<file path="src/rtl/instr_prefetch_queue.sv">
// Instruction prefetch queue: fetches sequential words ahead of the IF stage and flushes on redirect.
// Optional same-cycle ack-to-head bypass when PREFETCH_BYPASS_EN is defined.
module instr_prefetch_queue #(
    parameter int unsigned DEPTH    = 4,
    parameter logic [31:0] RESET_PC = 32'h0000_0000
) (
    input  logic                         clk_i,
    input  logic                         rst_i,
    input  logic                         redirect_i,
    input  logic [31:0]                  redirect_pc_i,
    output logic                         mem_req_o,
    output logic [31:0]                  mem_addr_o,
    input  logic                         mem_ack_i,
    input  logic [31:0]                  mem_data_i,
    input  logic                         deq_i,
    output logic                         valid_o,
    output logic [31:0]                  instr_o,
    output logic [31:0]                  pc_o,
    output logic [31:0]                  pc_plus4_o,
    output logic [$clog2(DEPTH+1)-1:0]   count_o
);

    localparam int unsigned PTR_W = $clog2(DEPTH);
    localparam int unsigned CNT_W = $clog2(DEPTH + 1);
    localparam logic [CNT_W-1:0] DEPTH_CNT = CNT_W'(DEPTH);

    typedef enum logic [1:0] {
        ST_IDLE = 2'd0,
        ST_REQ  = 2'd1,
        ST_DROP = 2'd2
    } state_e;

    state_e           state_q, state_d;
    logic [31:0]      fetch_pc_q, fetch_pc_d;
    logic [31:0]      req_addr_q, req_addr_d;
    logic [PTR_W-1:0] rd_ptr_q, rd_ptr_d;
    logic [PTR_W-1:0] wr_ptr_q, wr_ptr_d;
    logic [CNT_W-1:0] count_q, count_d;
    logic [31:0]      instr_mem_q [DEPTH];
    logic [31:0]      instr_mem_d [DEPTH];
    logic [31:0]      pc_mem_q    [DEPTH];
    logic [31:0]      pc_mem_d    [DEPTH];

    logic ack_accept;
    logic head_valid;
    logic bypass_hit;
    logic push;
    logic pop;

    // Accepted ack: a live request completing without a flush in the same cycle.
    always_comb begin
        ack_accept = mem_ack_i && (state_q == ST_REQ) && !redirect_i;
        head_valid = (count_q != '0);
`ifdef PREFETCH_BYPASS_EN
        bypass_hit = ack_accept && !head_valid;
`else
        bypass_hit = 1'b0;
`endif
        pop  = deq_i && head_valid && !redirect_i;
        push = ack_accept && !(bypass_hit && deq_i);
    end

    // Queue pointers, occupancy and storage.
    always_comb begin
        rd_ptr_d    = rd_ptr_q;
        wr_ptr_d    = wr_ptr_q;
        count_d     = count_q;
        instr_mem_d = instr_mem_q;
        pc_mem_d    = pc_mem_q;
        if (redirect_i) begin
            rd_ptr_d = '0;
            wr_ptr_d = '0;
            count_d  = '0;
        end else begin
            if (push) begin
                instr_mem_d[wr_ptr_q] = mem_data_i;
                pc_mem_d[wr_ptr_q]    = fetch_pc_q;
                wr_ptr_d              = wr_ptr_q + PTR_W'(1);
            end
            if (pop) begin
                rd_ptr_d = rd_ptr_q + PTR_W'(1);
            end
            unique case ({push, pop})
                2'b10:   count_d = count_q + CNT_W'(1);
                2'b01:   count_d = count_q - CNT_W'(1);
                default: count_d = count_q;
            endcase
        end
    end

    // Fetch PC and the address held on the memory port while a request is open.
    always_comb begin
        fetch_pc_d = fetch_pc_q;
        if (redirect_i) begin
            fetch_pc_d = redirect_pc_i;
        end else if (ack_accept) begin
            fetch_pc_d = fetch_pc_q + 32'd4;
        end
        req_addr_d = fetch_pc_d;
        if ((state_q != ST_IDLE) && !mem_ack_i) begin
            req_addr_d = req_addr_q;
        end
    end

    // FSM next state; issue only while a slot remains for the outstanding word.
    always_comb begin
        state_d = state_q;
        unique case (state_q)
            ST_IDLE: begin
                if (redirect_i || (count_q < DEPTH_CNT)) begin
                    state_d = ST_REQ;
                end
            end
            ST_REQ: begin
                if (mem_ack_i) begin
                    state_d = (count_d < DEPTH_CNT) ? ST_REQ : ST_IDLE;
                end else if (redirect_i) begin
                    state_d = ST_DROP;
                end
            end
            ST_DROP: begin
                if (mem_ack_i) begin
                    state_d = (count_d < DEPTH_CNT) ? ST_REQ : ST_IDLE;
                end
            end
            default: state_d = ST_IDLE;
        endcase
    end

    // FSM state register.
    always_ff @(posedge clk_i) begin
        if (rst_i) begin
            state_q <= ST_IDLE;
        end else begin
            state_q <= state_d;
        end
    end

    // Datapath registers.
    always_ff @(posedge clk_i) begin
        if (rst_i) begin
            fetch_pc_q <= RESET_PC;
            req_addr_q <= RESET_PC;
            rd_ptr_q   <= '0;
            wr_ptr_q   <= '0;
            count_q    <= '0;
            for (int i = 0; i < int'(DEPTH); i++) begin
                instr_mem_q[i] <= '0;
                pc_mem_q[i]    <= '0;
            end
        end else begin
            fetch_pc_q  <= fetch_pc_d;
            req_addr_q  <= req_addr_d;
            rd_ptr_q    <= rd_ptr_d;
            wr_ptr_q    <= wr_ptr_d;
            count_q     <= count_d;
            instr_mem_q <= instr_mem_d;
            pc_mem_q    <= pc_mem_d;
        end
    end

    // FSM outputs.
    always_comb begin
        mem_req_o  = 1'b0;
        mem_addr_o = req_addr_q;
        if (state_q != ST_IDLE) begin
            mem_req_o = 1'b1;
        end
    end

    // Head-of-queue outputs; the bypass path presents the returning word directly.
    always_comb begin
        valid_o = head_valid;
        instr_o = instr_mem_q[rd_ptr_q];
        pc_o    = pc_mem_q[rd_ptr_q];
        count_o = count_q;
        if (bypass_hit) begin
            valid_o = 1'b1;
            instr_o = mem_data_i;
            pc_o    = fetch_pc_q;
        end
        pc_plus4_o = pc_o + 32'd4;
    end

    // The issue check reserves a slot for the in-flight word, so this can never fire.
    push_not_full_a: assert property (@(posedge clk_i) disable iff (rst_i)
        !(push && (count_q == DEPTH_CNT)));

endmodule

</file>
<file path="config.mk">
export PLATFORM = sky130hd
export DESIGN_NAME = instr_prefetch_queue
export DESIGN_NICKNAME = d
export VERILOG_FILES = /design/src/rtl/instr_prefetch_queue.sv
export SDC_FILE = /design/constraint.sdc
export NUM_CORES = 1
export LEC_CHECK = 0
export ABC_AREA = 1
export CAP_MARGIN = 20
export CORE_MARGIN = 2
export CORE_UTILIZATION = 35
export DETAILED_ROUTE_END_ITERATION = 10
export GPL_ROUTABILITY_DRIVEN = 0
export PLACE_DENSITY = 0.57
export REMOVE_ABC_BUFFERS = 1
export SLEW_MARGIN = 20
export SYNTH_ARGS = -nofsm -noshare
export SYNTH_HDL_FRONTEND = slang
export SYNTH_SLANG_ARGS = --single-unit
</file>
<file path="constraint.sdc">
create_clock -name clk_i -period 2.25 [get_ports clk_i]
set_input_delay 0.45 -clock clk_i [delete_from_list [all_inputs] [get_ports clk_i]]
set_output_delay 0.45 -clock clk_i [all_outputs]
set_load 0.03 [all_outputs]
</file>
Word level (Yosys, flattened, before mapping). Index checks and enable logic that the tools add are counted.

Add/subtract/negate cells: 6. Magnitude comparators: 5. Equal/unequal tests: 7. Mux-type cells: 21. Bitwise operators: 3. Reduce and logical (&&, ||, !) cells: 15.

Operators by type and width (number): bitwise mux 128 bit (2); two-way mux 32 bit (7); binary-select mux 32 bit (select 2 bit) (2); adder 32 x 3 -> 32 bit (second input constant) (2); demux 32 bit (select 2 bit) (1); two-way mux 2 bit (4); greater-or-equal comparator 3 bit (second input constant) (2); logical AND 1 bit (6); < comparator 3 bit (second input constant) (2); NOT 2 -> 3 bit (2); case mux 2 bit (3 select lines) (1); case mux 3 bit (2 select lines) (1); adder 2 x 1 -> 2 bit (second input constant) (2); == test 2 x 1 -> 1 bit (second input constant) (2); == test 2 bit (second input constant) (2); != test 2 bit (second input constant) (2); adder 3 x 1 -> 3 bit (second input constant) (1); < comparator 3 x 1 -> 1 bit (second input constant) (1); two-way mux 3 bit (1); != test 3 bit (second input constant) (1); AND reduction 3 bit (1); nonzero test 3 bit (1); subtractor 3 x 1 -> 3 bit (second input constant) (1); logical NOT 1 bit (2); 7 further kinds (8).

Register bits: 329. Bits of input ports: 69. Output and inout port bits: 133. Logic and storage cells: 71.

Logic depth before layout (Yosys ltp).
Depth in word-level cells: 10. Depth in mapped cells: 15. Depth with buffers taken out: 15.

Least setup slack after synthesis. Ideal clock, no wire load.

Path type: flip-flop to output port. Start: register rd_ptr_q[0]. End: output port pc_plus4_o[24]. Data arrival time: 2148 ps. Required time: 1800 ps. Path slack: -348 ps. Cell stages (with the launch flop): 13. Buffers on the path: 2. Path through: dfxtp_1 > buf_6 > inv_12 > buf_6 > nand2_1 > nand3_1 > nand2_1 > inv_1 > ha_1 > inv_1 > nor2_2 > nand3_1 > xor2_1.

Word-level cells in the longest chain between the ends: 5.

Ends and longest elaborated chain: start, declared (RTL line 36) `logic [PTR_W-1:0] rd_ptr_q, rd_ptr_d;`; start signal, assigned (RTL line 154) `rd_ptr_q <= rd_ptr_d;`; NOT 2 -> 3 bit (implied by the code) (RTL line 175) `pc_o = pc_mem_q[rd_ptr_q];`; binary-select mux 32 bit (select 2 bit) (RTL line 175); two-way mux 32 bit (implied by the code) (2 in a row) (RTL line 175); named net pc_o[3] (RTL line 18) `output logic [31:0] pc_o,`; adder 32 x 3 -> 32 bit (RTL line 182) `pc_plus4_o = pc_o + 32'd4;`; end, declared (RTL line 19) `output logic [31:0] pc_plus4_o,`.

The timed path passes the listed nets, and every way through them passes these cells. The select of a mux whose other input is x is not followed.

Final worst setup path.
Start: register rd_ptr_q[0]. End: output port pc_plus4_o[25].

Word-level cells in the longest chain between the ends: 5.

Ends and longest elaborated chain (RTL line): NOT 2 -> 3 bit (implied by the code) (175); binary-select mux 32 bit (select 2 bit) (175); two-way mux 32 bit (implied by the code) (2 in a row) (175); adder 32 x 3 -> 32 bit (182).

No other way between the ends. The select of a mux whose other input is x is not followed.

==> out/metrics.cfg <==
[status]
status=complete, but fails checks
violations=setup timing

[worst_setup_path]
cp-end-kind=output pin
path_delay_family=buffers and inverters
slowest_stage=dfxtp_4
worstSetupStartpointType=flop
critical_path_class=reg -> out
regToRegSetupSlack_ns=0.22
worstPathCellList=buf_12 > inv_16 > buf_6 > nand2_1 > nand3_1 > nand2_2 > nor2_4 > buf_4 > nand2_1 > nor2_1 > nand3_2 > xor2_2 > buf_4 > buf_12
arrival_ns=2.61
path_buf_inv=6
rr_worst_depth=15
cpPeakStageDelay_ns=0.37
crit_path_max_fanout=7
rr_startpoint=count_o[1]
regToRegEndpoint=state_q[0]
critPathRequiredTime_ns=1.80

[timing]
setup_ws_ns=-0.814
rsz0062_at_grt=yes
hold_violations=0
worstMarginPinSlew_ns=0.560
finalClockSkew_ns=0.0127
tns_ns=-34.04
fmax_mhz=326
post-route-min-period_ns=3.06
drv_slew=0
final-setup-viol-count=95
relSlewSlack_pct=62.6
period_share_pct=136

[routing]
topRoutingLayerUsed=met4
wire_per_inst_um=18.0
wl_met2_mm=27.7
viasPerCell=5.24
wl_mm=58.3
met1_length_mm=24.9
drtIter0Drc=1420
drc_errors=0
vias=16932
postRouteAntennaNets=0
wl_met3_mm=3.84
dr.pass1.iters=5

[clocking]
root_buffer=clkbuf_16
clkSinkCount=329
cts.path.max_buffers=3
clk_pin_slew_ns=0.06
cts_htree_levels=2
clkLatencyLatePin_ns=0.56
cts_tree=yes
numCtsBuffers=39
cts-hold-fix-buffers=0

[layout]
syn_to_final_growth_pct=45.6
diodes=0
drive_above_1_share_pct=26.9
fin_nets=2682
final_core_util_pct=51.6

[flow_run]
drv_cap=0

[floorplanning]
dieWidth_um=218
row_count=78
dieArea_um2=47600
pin_count=202
die_h_um=218
start_util_pct=35.4
core-area_um2=45300

[grt]
grt_max_degree=100
grt_pass1_vias=16347
grt_first_pass_wirelength_mm=89.9
grt_usage_pct=23.8
grt_antenna_before_repair=0
grt.overflow.total=0

[placement]
portBuffers=201
dp_hpwl_mm=37.7

[power]
clkPwrFrac_pct=44.3
power_leakage_nw=9.23
p_int_w=0.0103
power_frac_comb_pct=11.8
power.density_nw_per_um2=592
p_sw_w=0.00357
p_sw_share_pct=25.8
pwr-share-seq_pct=43.9
peakVddDrop_mv=0.464

[synthesis]
yosysTopAreaCell=dfxtp_1
seq_area_frac_synth_pct=41.1
avgSynthCellArea_um2=6.96
ys_ff_latch=329
synth_edf_count=0
synthArstFlopShare_pct=0
synth_xor_area_share_pct=1.64
synth_top_area_share_pct=41.1
ys.flop_type=dfxtp_1
syn_area_um2=16000
synth_top_family_by_area=simple AND/OR/NAND/NOR gates
synthAdderAreaFrac_pct=0.671
syn_inst=2305
synth_compound_area_share_pct=15.0
ys_warn_count=0
synth-simple-area-share_pct=32.5
synth_area_leaders=dfxtp_1 41%, nand2_1 12%, nand3_1 12%
synthMuxAreaShare_pct=0.125
netlist-cell-type-count=42

[hold_path]
hold_start=rst_i
hold_class=in -> reg
min_to=state_q[0]
worstHoldPathCells=2

[layer usage]
layer  global-route usage, %  up-vias
met4                    9.23        0
li1                        -     8224
met1                    31.3     7979
met2                    39.1      617
met5                       0        -
met3                    3.67      112
[area by class of cell]
cell class              instances  area (um2)
clock buffers                  63        1200
clock inverters                 5        25.0
fillers                      4371       21900
inverters                     130         532
multi-input cells            1647        9240
flip-flops and latches        329        6590
well taps                     600         751
repair buffers                455        4980
repair inverters                3        36.3
[cell usage in the layout, fill, tap and decap left out, types with 47 or more instances in the layout]
cell / n
a21oi_1: 292
buf_4: 179
nand3_1: 332
nand2_1: 456
nor2_1: 113
nand2_2: 51
buf_6: 93
o21ai_0: 93
dfxtp_1: 327
buf_12: 66
clkdlybuf4s50_1: 101
inv_1: 106
nand3_2: 47
[per-stage QoR]
| stage | worst slack, ns | std cells | area, um2 | hold slack [ns] | power (W) |
|---|---|---|---|---|---|
| after CTS | -0.801 | 3215 | 22400 | 0.300 | 0.0139 |
| final | -0.814 | 3232 | 23400 | 0.319 | 0.0138 |
| after floorplan | -3.70 | 2106 | 15100 | 0.431 | 0.00684 |
| after detailed placement | -0.515 | 3121 | 20000 | 0.446 | 0.00773 |
| after global routing | -0.915 | 3232 | 23400 | 0.334 | 0.0143 |
| after global placement | -0.515 | 3121 | 20000 | 0.440 | 0.00772 |
[cell usage after synthesis, types with 5 or more instances]
master / instances
ha_1: 7
o21ai_0: 113
nand3_1: 378
buf_6: 11
xor2_1: 26
o211ai_1: 11
nand4_1: 13
inv_1: 125
nor2_4: 11
nand2_2: 28
or2_2: 13
o22ai_1: 35
o21bai_1: 6
nor2_1: 134
nor2_2: 23
nor3_1: 7
nand3_2: 8
nand3b_1: 5
a21oi_1: 293
buf_2: 56
buf_4: 5
buf_1: 7
nand2_1: 514
dfxtp_1: 329
clkbuf_1: 114
[worst max-delay path by stage]
stage,from,end,cells after the start
2_1_floorplan,mem_ack_i,pc_mem_q[123],5
3_3_place_gp,redirect_i,state_q[0],16
3_5_place_dp,redirect_i,state_q[0],15
4_1_cts,rd_ptr_q[0],pc_plus4_o[27],13
5_1_grt,rd_ptr_q[0],pc_plus4_o[25],14
6_report,rd_ptr_q[0],pc_plus4_o[25],14
[power groups by stage]
stage	sequential (W)	clock [W]	combinational [W]
floorplan	0.00628	0	0.000564
global placement	0.00619	0	0.00152
detailed placement	0.00619	0	0.00154
CTS	0.00607	0.00626	0.00159
global route	0.00609	0.00649	0.00175
finish	0.00607	0.00613	0.00163
[repair_timing]
action | 4_1_cts | 5_1_grt
pin swaps | 40 | 97
cloned | 4 | 4
buffers inserted | 25 | 25
gates resized for setup | 232 | 221
setup endpoints to repair | 98 | 98
[sequential cells by signal (all words and copies together) (netlist names)]
name         cells
mem_addr_o      32
state_q          2
pc_mem_q       128
count_o          3
rd_ptr_q         2
wr_ptr_q         2
instr_mem_q    128
fetch_pc_q      32
[logic make-up (layout without fill, tap and decap cells)]
kind of cell	Yosys count	count (layout)
and+or+nand+nor	1145	1145
AOI/OAI and AO/OA	462	462
DFF	329	329
buffers and inverters	329	656
xor gates and xnor gates	30	30
adders and majority gates	8	8
muxes	2	2
Note: power is estimated with default switching activity, not from simulation.
